<file path="src/rtl/vec_mem_arbiter_if.sv">
// vec_mem_arbiter_if: load/store requester handshakes and memory-queue bus of the arbiter
interface vec_mem_arbiter_if #(
    parameter int ADDR_WIDTH = 32,
    parameter int DATA_WIDTH = 64,
    parameter int LEN_BITS   = 9
);
    localparam int DW_B = DATA_WIDTH / 8;
    logic                  ld_req;
    logic [ADDR_WIDTH-1:0] ld_addr;
    logic [LEN_BITS-1:0]   ld_len;
    logic                  ld_gnt;
    logic                  ld_done;
    logic                  st_req;
    logic [ADDR_WIDTH-1:0] st_addr;
    logic [LEN_BITS-1:0]   st_len;
    logic [DATA_WIDTH-1:0] st_data;
    logic [DW_B-1:0]       st_be;
    logic                  st_data_valid;
    logic                  st_data_ready;
    logic                  st_gnt;
    logic                  st_done;
    logic [ADDR_WIDTH-1:0] q_addr;
    logic                  q_req;
    logic [DATA_WIDTH-1:0] q_wdata;
    logic [DW_B-1:0]       q_be;
    logic                  q_wvalid;
    logic                  q_wstart;
    logic                  q_done_ld;
    logic                  q_done_st;
    modport master (
        input  ld_req, ld_addr, ld_len, st_req, st_addr, st_len, st_data, st_be, st_data_valid,
               q_done_ld, q_done_st,
        output ld_gnt, ld_done, st_data_ready, st_gnt, st_done,
               q_addr, q_req, q_wdata, q_be, q_wvalid, q_wstart
    );
    modport slave (
        output ld_req, ld_addr, ld_len, st_req, st_addr, st_len, st_data, st_be, st_data_valid,
               q_done_ld, q_done_st,
        input  ld_gnt, ld_done, st_data_ready, st_gnt, st_done,
               q_addr, q_req, q_wdata, q_be, q_wvalid, q_wstart
    );
endinterface

</file>
<file path="src/rtl/vec_mem_arbiter.sv">
// vec_mem_arbiter: grants one load or store burst at a time onto the memory queue, with a completion watchdog
module vec_mem_arbiter #(
    parameter int ADDR_WIDTH = 32,
    parameter int DATA_WIDTH = 64,
    parameter int LEN_BITS   = 9,
    parameter int WD_BITS    = 12
) (
    input  logic              clk,
    input  logic              rst,
    vec_mem_arbiter_if.master bus,
    output logic              err
);
    localparam int DW_B = DATA_WIDTH / 8;
    localparam logic [ADDR_WIDTH-1:0] STEP = ADDR_WIDTH'(DW_B);
    localparam logic [WD_BITS-1:0] WD_MAX = '1;

    typedef enum logic [2:0] {IDLE, LD_ISSUE, LD_WAIT, ST_ISSUE, ST_WAIT} state_t;

    state_t                state_q, state_d;
    logic                  last_st_q, last_st_d;
    logic [ADDR_WIDTH-1:0] addr_q, addr_d;
    logic [LEN_BITS-1:0]   len_q, len_d;
    logic [LEN_BITS-1:0]   cnt_q, cnt_d;
    logic [WD_BITS-1:0]    wd_q, wd_d;
    logic                  ld_gnt_q, ld_gnt_d;
    logic                  st_gnt_q, st_gnt_d;
    logic                  ld_done_q, ld_done_d;
    logic                  st_done_q, st_done_d;
    logic                  err_q, err_d;
    logic                  q_req, q_wvalid, last_beat, pick_st;

    // On a tie the requester that was not served last wins
    assign pick_st   = bus.st_req && (!bus.ld_req || !last_st_q);
    assign q_req     = state_q == LD_ISSUE && len_q != '0;
    assign q_wvalid  = state_q == ST_ISSUE && len_q != '0 && bus.st_data_valid;
    assign last_beat = cnt_q + 1'b1 == len_q;

    assign bus.ld_gnt        = ld_gnt_q;
    assign bus.st_gnt        = st_gnt_q;
    assign bus.ld_done       = ld_done_q;
    assign bus.st_done       = st_done_q;
    assign bus.st_data_ready = state_q == ST_ISSUE && len_q != '0;
    assign bus.q_req         = q_req;
    assign bus.q_wvalid      = q_wvalid;
    assign bus.q_wstart      = q_wvalid && cnt_q == '0;
    assign bus.q_addr        = (q_req || q_wvalid) ? addr_q : '0;
    assign bus.q_wdata       = q_wvalid ? bus.st_data : '0;
    assign bus.q_be          = q_wvalid ? bus.st_be : '0;
    assign err               = err_q;

    always_comb begin
        state_d   = state_q;
        last_st_d = last_st_q;
        addr_d    = addr_q;
        len_d     = len_q;
        cnt_d     = cnt_q;
        wd_d      = wd_q + 1'b1;
        err_d     = err_q;
        ld_gnt_d  = 1'b0;
        st_gnt_d  = 1'b0;
        ld_done_d = 1'b0;
        st_done_d = 1'b0;
        case (state_q)
            IDLE: begin
                if (bus.ld_req || bus.st_req) begin
                    state_d  = pick_st ? ST_ISSUE : LD_ISSUE;
                    addr_d   = pick_st ? bus.st_addr : bus.ld_addr;
                    len_d    = pick_st ? bus.st_len : bus.ld_len;
                    cnt_d    = '0;
                    ld_gnt_d = !pick_st;
                    st_gnt_d = pick_st;
                end
            end
            LD_ISSUE, ST_ISSUE: begin
                if (len_q == '0) begin
                    state_d   = IDLE;
                    ld_done_d = state_q == LD_ISSUE;
                    st_done_d = state_q == ST_ISSUE;
                    last_st_d = state_q == ST_ISSUE;
                end else if (q_req || q_wvalid) begin
                    addr_d = addr_q + STEP;
                    cnt_d  = cnt_q + 1'b1;
                    wd_d   = '0;
                    if (last_beat) state_d = state_q == LD_ISSUE ? LD_WAIT : ST_WAIT;
                end
            end
            LD_WAIT, ST_WAIT: begin
                if (state_q == LD_WAIT ? bus.q_done_ld : bus.q_done_st) begin
                    state_d   = IDLE;
                    ld_done_d = state_q == LD_WAIT;
                    st_done_d = state_q == ST_WAIT;
                    last_st_d = state_q == ST_WAIT;
                end else if (wd_d == WD_MAX) begin
                    state_d   = IDLE;
                    err_d     = 1'b1;
                    last_st_d = state_q == ST_WAIT;
                end
            end
            default: state_d = IDLE;
        endcase
    end

    always_ff @(posedge clk or posedge rst) begin
        if (rst) begin
            state_q   <= IDLE;
            last_st_q <= 1'b1;
            addr_q    <= '0;
            len_q     <= '0;
            cnt_q     <= '0;
            wd_q      <= '0;
            err_q     <= 1'b0;
            ld_gnt_q  <= 1'b0;
            st_gnt_q  <= 1'b0;
            ld_done_q <= 1'b0;
            st_done_q <= 1'b0;
        end else begin
            state_q   <= state_d;
            last_st_q <= last_st_d;
            addr_q    <= addr_d;
            len_q     <= len_d;
            cnt_q     <= cnt_d;
            wd_q      <= wd_d;
            err_q     <= err_d;
            ld_gnt_q  <= ld_gnt_d;
            st_gnt_q  <= st_gnt_d;
            ld_done_q <= ld_done_d;
            st_done_q <= st_done_d;
        end
    end
endmodule

</file>
<file path="src/flat_wrapper.sv">
// flat-port wrapper written by rule: the top's interface ports become plain ports
module vec_mem_arbiter_flat 
#(
    parameter int ADDR_WIDTH = 32,
    parameter int DATA_WIDTH = 64,
    parameter int LEN_BITS   = 9,
    parameter int WD_BITS    = 12
)
  (clk, rst, err, bus_ld_req, bus_ld_addr, bus_ld_len, bus_st_req, bus_st_addr, bus_st_len, bus_st_data, bus_st_be, bus_st_data_valid, bus_q_done_ld, bus_q_done_st, bus_ld_gnt, bus_ld_done, bus_st_data_ready, bus_st_gnt, bus_st_done, bus_q_addr, bus_q_req, bus_q_wdata, bus_q_be, bus_q_wvalid, bus_q_wstart);
  vec_mem_arbiter_if #(.ADDR_WIDTH(ADDR_WIDTH), .DATA_WIDTH(DATA_WIDTH), .LEN_BITS(LEN_BITS)) bus_i ();
  input  logic clk;
  input  logic rst;
  output logic err;
  input wire logic [$bits(bus_i.ld_req)-1:0] bus_ld_req;
  input wire logic [$bits(bus_i.ld_addr)-1:0] bus_ld_addr;
  input wire logic [$bits(bus_i.ld_len)-1:0] bus_ld_len;
  input wire logic [$bits(bus_i.st_req)-1:0] bus_st_req;
  input wire logic [$bits(bus_i.st_addr)-1:0] bus_st_addr;
  input wire logic [$bits(bus_i.st_len)-1:0] bus_st_len;
  input wire logic [$bits(bus_i.st_data)-1:0] bus_st_data;
  input wire logic [$bits(bus_i.st_be)-1:0] bus_st_be;
  input wire logic [$bits(bus_i.st_data_valid)-1:0] bus_st_data_valid;
  input wire logic [$bits(bus_i.q_done_ld)-1:0] bus_q_done_ld;
  input wire logic [$bits(bus_i.q_done_st)-1:0] bus_q_done_st;
  output wire logic [$bits(bus_i.ld_gnt)-1:0] bus_ld_gnt;
  output wire logic [$bits(bus_i.ld_done)-1:0] bus_ld_done;
  output wire logic [$bits(bus_i.st_data_ready)-1:0] bus_st_data_ready;
  output wire logic [$bits(bus_i.st_gnt)-1:0] bus_st_gnt;
  output wire logic [$bits(bus_i.st_done)-1:0] bus_st_done;
  output wire logic [$bits(bus_i.q_addr)-1:0] bus_q_addr;
  output wire logic [$bits(bus_i.q_req)-1:0] bus_q_req;
  output wire logic [$bits(bus_i.q_wdata)-1:0] bus_q_wdata;
  output wire logic [$bits(bus_i.q_be)-1:0] bus_q_be;
  output wire logic [$bits(bus_i.q_wvalid)-1:0] bus_q_wvalid;
  output wire logic [$bits(bus_i.q_wstart)-1:0] bus_q_wstart;
  assign bus_i.ld_req = bus_ld_req;
  assign bus_i.ld_addr = bus_ld_addr;
  assign bus_i.ld_len = bus_ld_len;
  assign bus_i.st_req = bus_st_req;
  assign bus_i.st_addr = bus_st_addr;
  assign bus_i.st_len = bus_st_len;
  assign bus_i.st_data = bus_st_data;
  assign bus_i.st_be = bus_st_be;
  assign bus_i.st_data_valid = bus_st_data_valid;
  assign bus_i.q_done_ld = bus_q_done_ld;
  assign bus_i.q_done_st = bus_q_done_st;
  assign bus_ld_gnt = bus_i.ld_gnt;
  assign bus_ld_done = bus_i.ld_done;
  assign bus_st_data_ready = bus_i.st_data_ready;
  assign bus_st_gnt = bus_i.st_gnt;
  assign bus_st_done = bus_i.st_done;
  assign bus_q_addr = bus_i.q_addr;
  assign bus_q_req = bus_i.q_req;
  assign bus_q_wdata = bus_i.q_wdata;
  assign bus_q_be = bus_i.q_be;
  assign bus_q_wvalid = bus_i.q_wvalid;
  assign bus_q_wstart = bus_i.q_wstart;
  vec_mem_arbiter #(.ADDR_WIDTH(ADDR_WIDTH), .DATA_WIDTH(DATA_WIDTH), .LEN_BITS(LEN_BITS), .WD_BITS(WD_BITS)) u_core (.clk(clk), .rst(rst), .bus(bus_i), .err(err));
endmodule
</file>
<file path="config.mk">
export PLATFORM = sky130hd
export DESIGN_NAME = vec_mem_arbiter_flat
export DESIGN_NICKNAME = d
export VERILOG_FILES = /design/src/rtl/vec_mem_arbiter_if.sv /design/src/rtl/vec_mem_arbiter.sv /design/src/flat_wrapper.sv
export SDC_FILE = /design/constraint.sdc
export NUM_CORES = 1
export LEC_CHECK = 0
export ABC_CLOCK_PERIOD_IN_PS = 2600
export BUFFER_PORTS_ARGS = -buffer_cell sky130_fd_sc_hd__buf_2
export CORE_MARGIN = 1.5
export CORE_UTILIZATION = 45
export CTS_CLUSTER_DIAMETER = 80
export DETAILED_ROUTE_END_ITERATION = 10
export PLACE_DENSITY = 0.79
export SLEW_MARGIN = 10
export SYNTH_ARGS = -nofsm -noshare
export SYNTH_HDL_FRONTEND = slang
export SYNTH_SLANG_ARGS = --single-unit
</file>
<file path="constraint.sdc">
create_clock -name clk -period 2.6 [get_ports clk]
set_input_delay 0.13 -clock clk [delete_from_list [all_inputs] [get_ports clk]]
set_output_delay 0.13 -clock clk [all_outputs]
set_load 0.02 [all_outputs]
</file>
==> implementation parameters, run 1 <==
Parameter                              Value

Final layout
  Final instance count without filler cells    1,086
  Proportion of layout cells with a drive suffix above 1    34.7%
  Diodes inserted    0
  # nets final    1,104
  Post-synthesis to final-layout area growth    33.6%

Synthesis
  Portion of netlist area occupied by mux cells    1.51%
  Arithmetic-cell share of the synthesized area counting full adders, half adders and majority gates    1.18%
  Cell area after synthesis    5320 µm²
  Area fraction in compound gates after synthesis    18.9%
  Register area share after synthesis    33.4%
  Xor and xnor area share after synthesis    3.39%
  Net count after synthesis    855
  Largest family of logic cells by synthesized area    simple AND/OR/NAND/NOR gates
  Fraction of synthesis flops using an asynchronous set or reset pin    100%
  Number of synthesized flops with an enable pin    0
  Cells after synthesis    689
  Cell variety after synth    63
  Register bit count reported by yosys    71
  Synth warn    0
  Syn Area/Cell    7.72 µm²
  Primary FF master, synth    dfrtp_1
  Simple-Gate Fraction of Synth Area    36.3%

GRT
  Maximum number of pins on one net before global-route repair    75
  Wire length of the first global-routing pass    27,800 µm
  Number of global-route vias before repair    5,347
  GRT overflow    0
  GRT Util Overall    27.5%
  Number of antenna violations at the first check in global routing    3

Power and ir drop
  Leakage power total    3.59 nW
  VDD IR max    0.639 mV
  Cell Pwr Density    1120 nW/µm²

Place
  Worst Setup Slack post-DPL    305 ps
  HPWL after detailed placement    13,300 µm
  # placed instances    1,069
  Final estimated routing congestion in global placement    0.904
  Number of buffer cells added on primary ports    273

STA
  Clock Skew    6.36 ps
  Worst-Margin Slew    900 ps
  Final setup vio count    0
  Sum of negative setup slack    0 ps
  Worst setup margin    208 ps
  Post-layout minimum cycle time    2390 ps
  Hold Fails Final Rpt    0
  Part of the cycle the worst path needs    92.0%
  Total count of max-transition violations in the final report    0
  Max transition margin    39.4%
  F_max    418 MHz
  Unrepaired setup endpoints after global routing    false

Flow run
  MaxCap Viol Count    0

Setup path
  Worst Path Arrival    2260 ps
  Endpoint kind of the worst setup timing path    primary output
  Required arrival time at the worst endpoint    2470 ps
  Slowest stage cell, crit path    dfrtp_1
  Crit-path max FO    74
  Type of the worst setup path    reg -> out
  Nature of the critical path startpoint    flop
  CP max stage delay    470 ps
  Chain of cells forming the critical path    nand2b_2 -> a31oi_2 -> and3_1 -> buf_6 -> and3_1 -> buf_2
  Critical path's most frequent cell    and3_1

Clock tree
  Clock tree from TritonCTS    built
  Maximum count of clock buffers along a single path    2
  Root buffer cell    clkbuf_16
  # H-tree levels    3
  Clock buffers created by TritonCTS    9
  Postcts setup bufs    0
  Later-pin clock latency in the skew report    330 ps
  CTS clk-pin slew, worst paths    60 ps
  Number of sinks on the clock net    71

Detailed routing
  Average wire length per cell after detail routing    16.2 µm
  Length of the first detailed-routing pass in iterations    5
  Count of antenna-violating nets left after detailed routing    0
  Vias per Instance    5.50
  Vias after detailed routing    5,970
  Detailed router's first-iteration violation count    484
  DRC    0
  Routed wire length    17,600 µm

Floorplanning
  Initial core utilization    46.4%
  Number of rows in the core area    39
  Core outline area    11,500 µm²
  Area of the die    12,500 µm²
  Die extent in x    112 µm
  Number of placed I/O pins    274
  Vertical die dimension    112 µm

Worst hold path
  Class of the tightest hold or removal check    in -> reg

Run status
  Result of the run    completed
## report_power, final
group	leakage (nW)	internal (mW)	switching (mW)
Clock	0.148	0.836	0.476
Sequential	0.866	1.52	0.527
Combinational	2.57	1.77	2.82
Total	3.59	4.12	3.82
## cell families after synthesis
logic type | Yosys count
compound gates | 154
xor+xnor | 19
fa+ha+maj | 5
buf+inv | 64
flops | 71
mux | 8
simple gates | 368
## cell usage in the layout (no fill, tap or decap), drive strengths merged, types with 12 or more instances in the layout
cell type,n
nand2,98
a31oi,20
buf,291
and2,76
nor3,12
a21oi,46
dfrtp,70
nand3,26
xnor2,12
nor2,61
and3,46
o22a,13
nand4,14
o21ai,30
## cell type report
cell class / count / area [µm²]
Fill cell: 1032 / 4360
Inverter: 10 / 37.5
Clock buffer: 10 / 229
Multi-Input combinational cell: 554 / 3280
Tap cell: 143 / 179
Clock inverter: 6 / 85.1
Timing Repair Buffer: 292 / 1520
Sequential cell: 71 / 1780
## routing by layer
layer	vias up	global-route usage, %	wire, µm
met1	2744	41.3	8130
met4	6	5.49	185
li1	2939	-	-
met3	22	6.15	1430
met5	-	0	32
met2	259	40.8	7780
## what timing repair did
action,in CTS,in global routing
endpoints found under the setup margin,0,73
gates resized for setup,0,2
hold endpoints to repair,18,0
hold buffers,1,0
## sequential cells by signal, indices dropped and copies added, names as in the netlist
register            flops
u_core.bus.ld_done      1
u_core.err              1
u_core.len_q            9
u_core.bus.st_gnt       1
u_core.last_st_q        1
u_core.bus.ld_gnt       1
u_core.addr_q          32
u_core.cnt_q            9
u_core.wd_q            12
u_core.bus.st_done      1
u_core.state_q          3
## synthesized netlist by cell type (10+ instances only)
cell type | n | area share [%]
o22a_1 | 13 | 2.1
xnor2_1 | 12 | 2.0
and3_1 | 46 | 5.4
nand2_1 | 98 | 6.9
buf_2 | 12 | 1.1
dfrtp_1 | 70 | 33
nor3_1 | 12 | 1.1
nand4_1 | 13 | 1.5
clkbuf_1 | 30 | 2.1
nand3_1 | 25 | 2.4
nor2_1 | 61 | 4.3
a31oi_1 | 20 | 2.4
a21oi_1 | 46 | 4.3
and2_1 | 75 | 8.8
o21ai_0 | 20 | 1.9
o21ai_1 | 10 | 0.94
## per-stage QoR
| step | power, mW | hold slack [ps] | area (µm²) | util (%) |
|---|---|---|---|---|
| after floorplan | 5.22 | 277 | 5320 | - |
| after global placement | 6.50 | 159 | 6770 | 59.1 |
| after detailed placement | 6.58 | 161 | 6770 | 59.1 |
| after CTS | 7.93 | 35.7 | 7100 | 61.9 |
| after global routing | 8.51 | 47.7 | 7110 | 62.0 |
| final | 7.94 | 43.1 | 7110 | 62.0 |
## final timing paths
check                                         startpoint                             to  slack, ps  depth (start not counted)
setup / recovery           u_core.state_q[2]$_DFFE_PP0P_                   bus_q_wstart        210                          6
setup reg to reg                u_core.wd_q[0]$_DFF_PP0_   u_core.last_st_q$_DFFE_PP1P_        340                          7
hold reg to reg                   u_core.err$_DFFE_PP0P_         u_core.err$_DFFE_PP0P_        460                          1
hold / removal                            bus_st_addr[2]   u_core.addr_q[2]$_DFFE_PP0P_         40                          3
max in group asynchronous                            rst   u_core.last_st_q$_DFFE_PP1P_       1510                          4
min in group asynchronous                            rst  u_core.addr_q[21]$_DFFE_PP0P_        340                          3
## critical path: cells and delay by family (launching register included)
| family | cells | cell delay (ps) |
|---|---|---|
| AOI/OAI and AO/OA | 1 | 300 |
| buffers and inverters | 2 | 480 |
| DFF | 1 | 470 |
| and+or+nand+nor | 3 | 660 |
Note: power is estimated with default switching activity, not from simulation.
==> inputs of run 2 (changes only) <==
Settings changed: MAX_ROUTING_LAYER set to met4.
==> implementation parameters, run 2 (synthesis gave the netlist of run 1 again) <==
Parameter                              Value

GRT
  Maximum number of pins on one net before global-route repair    75
  Met1 capacity usage during global routing    41.6%
  GRT overflow    0
  Met2 global-route usage    40.7%
  GRT Util Overall    28.4%
  Number of global-route vias before repair    5,334
  Number of antenna violations at the first check in global routing    3
  GR Util met3    5.88%
  Busiest grt layer    met1
  Wire length of the first global-routing pass    27,800 µm

Detailed routing
  Routed wire length    17,600 µm
  Detailed router's first-iteration violation count    510
  Vias after detailed routing    5,952
  Count of antenna-violating nets left after detailed routing    0
  DRC    0
  Length of the first detailed-routing pass in iterations    5
  Vias per Instance    5.47
  Average wire length per cell after detail routing    16.1 µm

Final layout
  Number of filler instances in the final layout    1,035
  Post-synthesis to final-layout area growth    33.8%
  Registers with the most flip-flops    u_core.addr_q x32, u_core.wd_q x12
  Most common cell after layout, fill and taps aside    buf_2
  Commonest cells after routing, fill and taps aside    buf_2 (273), nand2_1 (98), and2_1 (74)
  Most flops, register    u_core.addr_q
  Flip-flop count of the largest register after layout    32
  # nets final    1,104
  Proportion of layout cells with a drive suffix above 1    34.7%

Clock tree
  Clock buffers created by TritonCTS    9
  Number of sinks on the clock net    71
  Root buffer cell    clkbuf_16
  Maximum count of clock buffers along a single path    2
  Later-pin clock latency in the skew report    340 ps
  # H-tree levels    3
  CTS clk-pin slew, worst paths    60 ps
  Clock tree from TritonCTS    built

Place
  Worst Setup Slack post-DPL    305 ps
  HPWL after detailed placement    13,300 µm
  Number of buffer cells added on primary ports    273
  Final estimated routing congestion in global placement    0.920

STA
  Final setup vio count    0
  Sum of negative setup slack    0 ps
  Hold Fails Final Rpt    0
  Total count of max-transition violations in the final report    0
  Max transition margin    39.6%
  F_max    417 MHz
  Worst-Margin Slew    896 ps
  Clock Skew    7.90 ps
  Post-layout minimum cycle time    2400 ps
  Worst setup margin    202 ps
  Unrepaired setup endpoints after global routing    false
  Part of the cycle the worst path needs    92.2%
  Final Hold Slack    37.2 ps

Worst hold path
  Class of the tightest hold or removal check    in -> reg

Setup path
  Crit-path max FO    74
  Type of the worst setup path    reg -> out
  Nature of the critical path startpoint    flop
  Worst Path Arrival    2270 ps
  Endpoint kind of the worst setup timing path    primary output
  Required arrival time at the worst endpoint    2470 ps

Flow run
  MaxCap Viol Count    0

Floorplanning
  Die extent in x    112 µm
  Vertical die dimension    112 µm
  Number of placed I/O pins    274
  Number of rows in the core area    39
  Initial core utilization    46.4%
  Core outline area    11,500 µm²
  Area of the die    12,500 µm²

Power and ir drop
  VDD IR max    0.638 mV
  Cell Pwr Density    1120 nW/µm²
  Leakage power total    3.59 nW

Run status
  Result of the run    completed
## run 2: cell types whose count changed in the layout (fill, tap and decap cells not counted)
cell and change:
diode_2 +3
## run 2: path summary, 6_finish.rpt
path / cells after the start / slack (ps) / startpoint / to
max: 6 / 200 / u_core.state_q[2]$_DFFE_PP0P_ / bus_q_wstart
min: 3 / 40 / bus_st_addr[2] / u_core.addr_q[2]$_DFFE_PP0P_
min reg2reg: 1 / 460 / u_core.err$_DFFE_PP0P_ / u_core.err$_DFFE_PP0P_
max in group asynchronous: 4 / 1520 / rst / u_core.last_st_q$_DFFE_PP1P_
max reg2reg: 7 / 340 / u_core.wd_q[0]$_DFF_PP0_ / u_core.last_st_q$_DFFE_PP1P_
min in group asynchronous: 3 / 340 / rst / u_core.addr_q[24]$_DFFE_PP0P_
## run 2: report_power, final
| part | switching [mW] | internal, mW | leakage (nW) |
|---|---|---|---|
| sequential | 0.531 | 1.52 | 0.866 |
| combinational | 2.82 | 1.77 | 2.57 |
| clock | 0.484 | 0.836 | 0.148 |
## run 2: layout make-up
class | instances | area [µm²] | share of cell area [%]
diodes | 3 | 7.51 | 0.106
clock buffers | 10 | 229 | 3.22
clock inverters | 6 | 85.1 | 1.20
inverters | 10 | 37.5 | 0.528
multi-input cells | 554 | 3280 | 46.1
flip-flops and latches | 71 | 1780 | 25.0
well taps | 143 | 179 | 2.52
repair buffers | 292 | 1520 | 21.3
## run 2: through the flow
step	utilization, %	std cells	instance area [µm²]	total power [mW]
final	62.0	1089	7110	7.95
after global routing	62.0	1089	7110	8.51
after CTS	61.9	1086	7100	7.93
after detailed placement	59.1	1069	6770	6.58
after global placement	59.1	1069	6770	6.50
after floorplan	-	689	5320	5.22
## run 2: critical path: stages (launching register included)
cell and delay (ps):
dfrtp_1 470, nand2b_2 240, a31oi_2 310, and3_1 220, buf_6 310, and3_1 200
buf_2 160
## run 2: timing repair
item	CTS	global route
endpoints found under the hold margin	18	0
endpoints found under the setup margin	0	73
gates resized for setup	0	2
hold buffers	1	0
buffers inserted	0	0
## run 2: layer usage
metal | wire length (µm) | up-vias
met3 | 1390 | 18
met5 | 0 | -
met2 | 7820 | 258
li1 | - | 2939
met1 | 8160 | 2737
met4 | 186 | 0
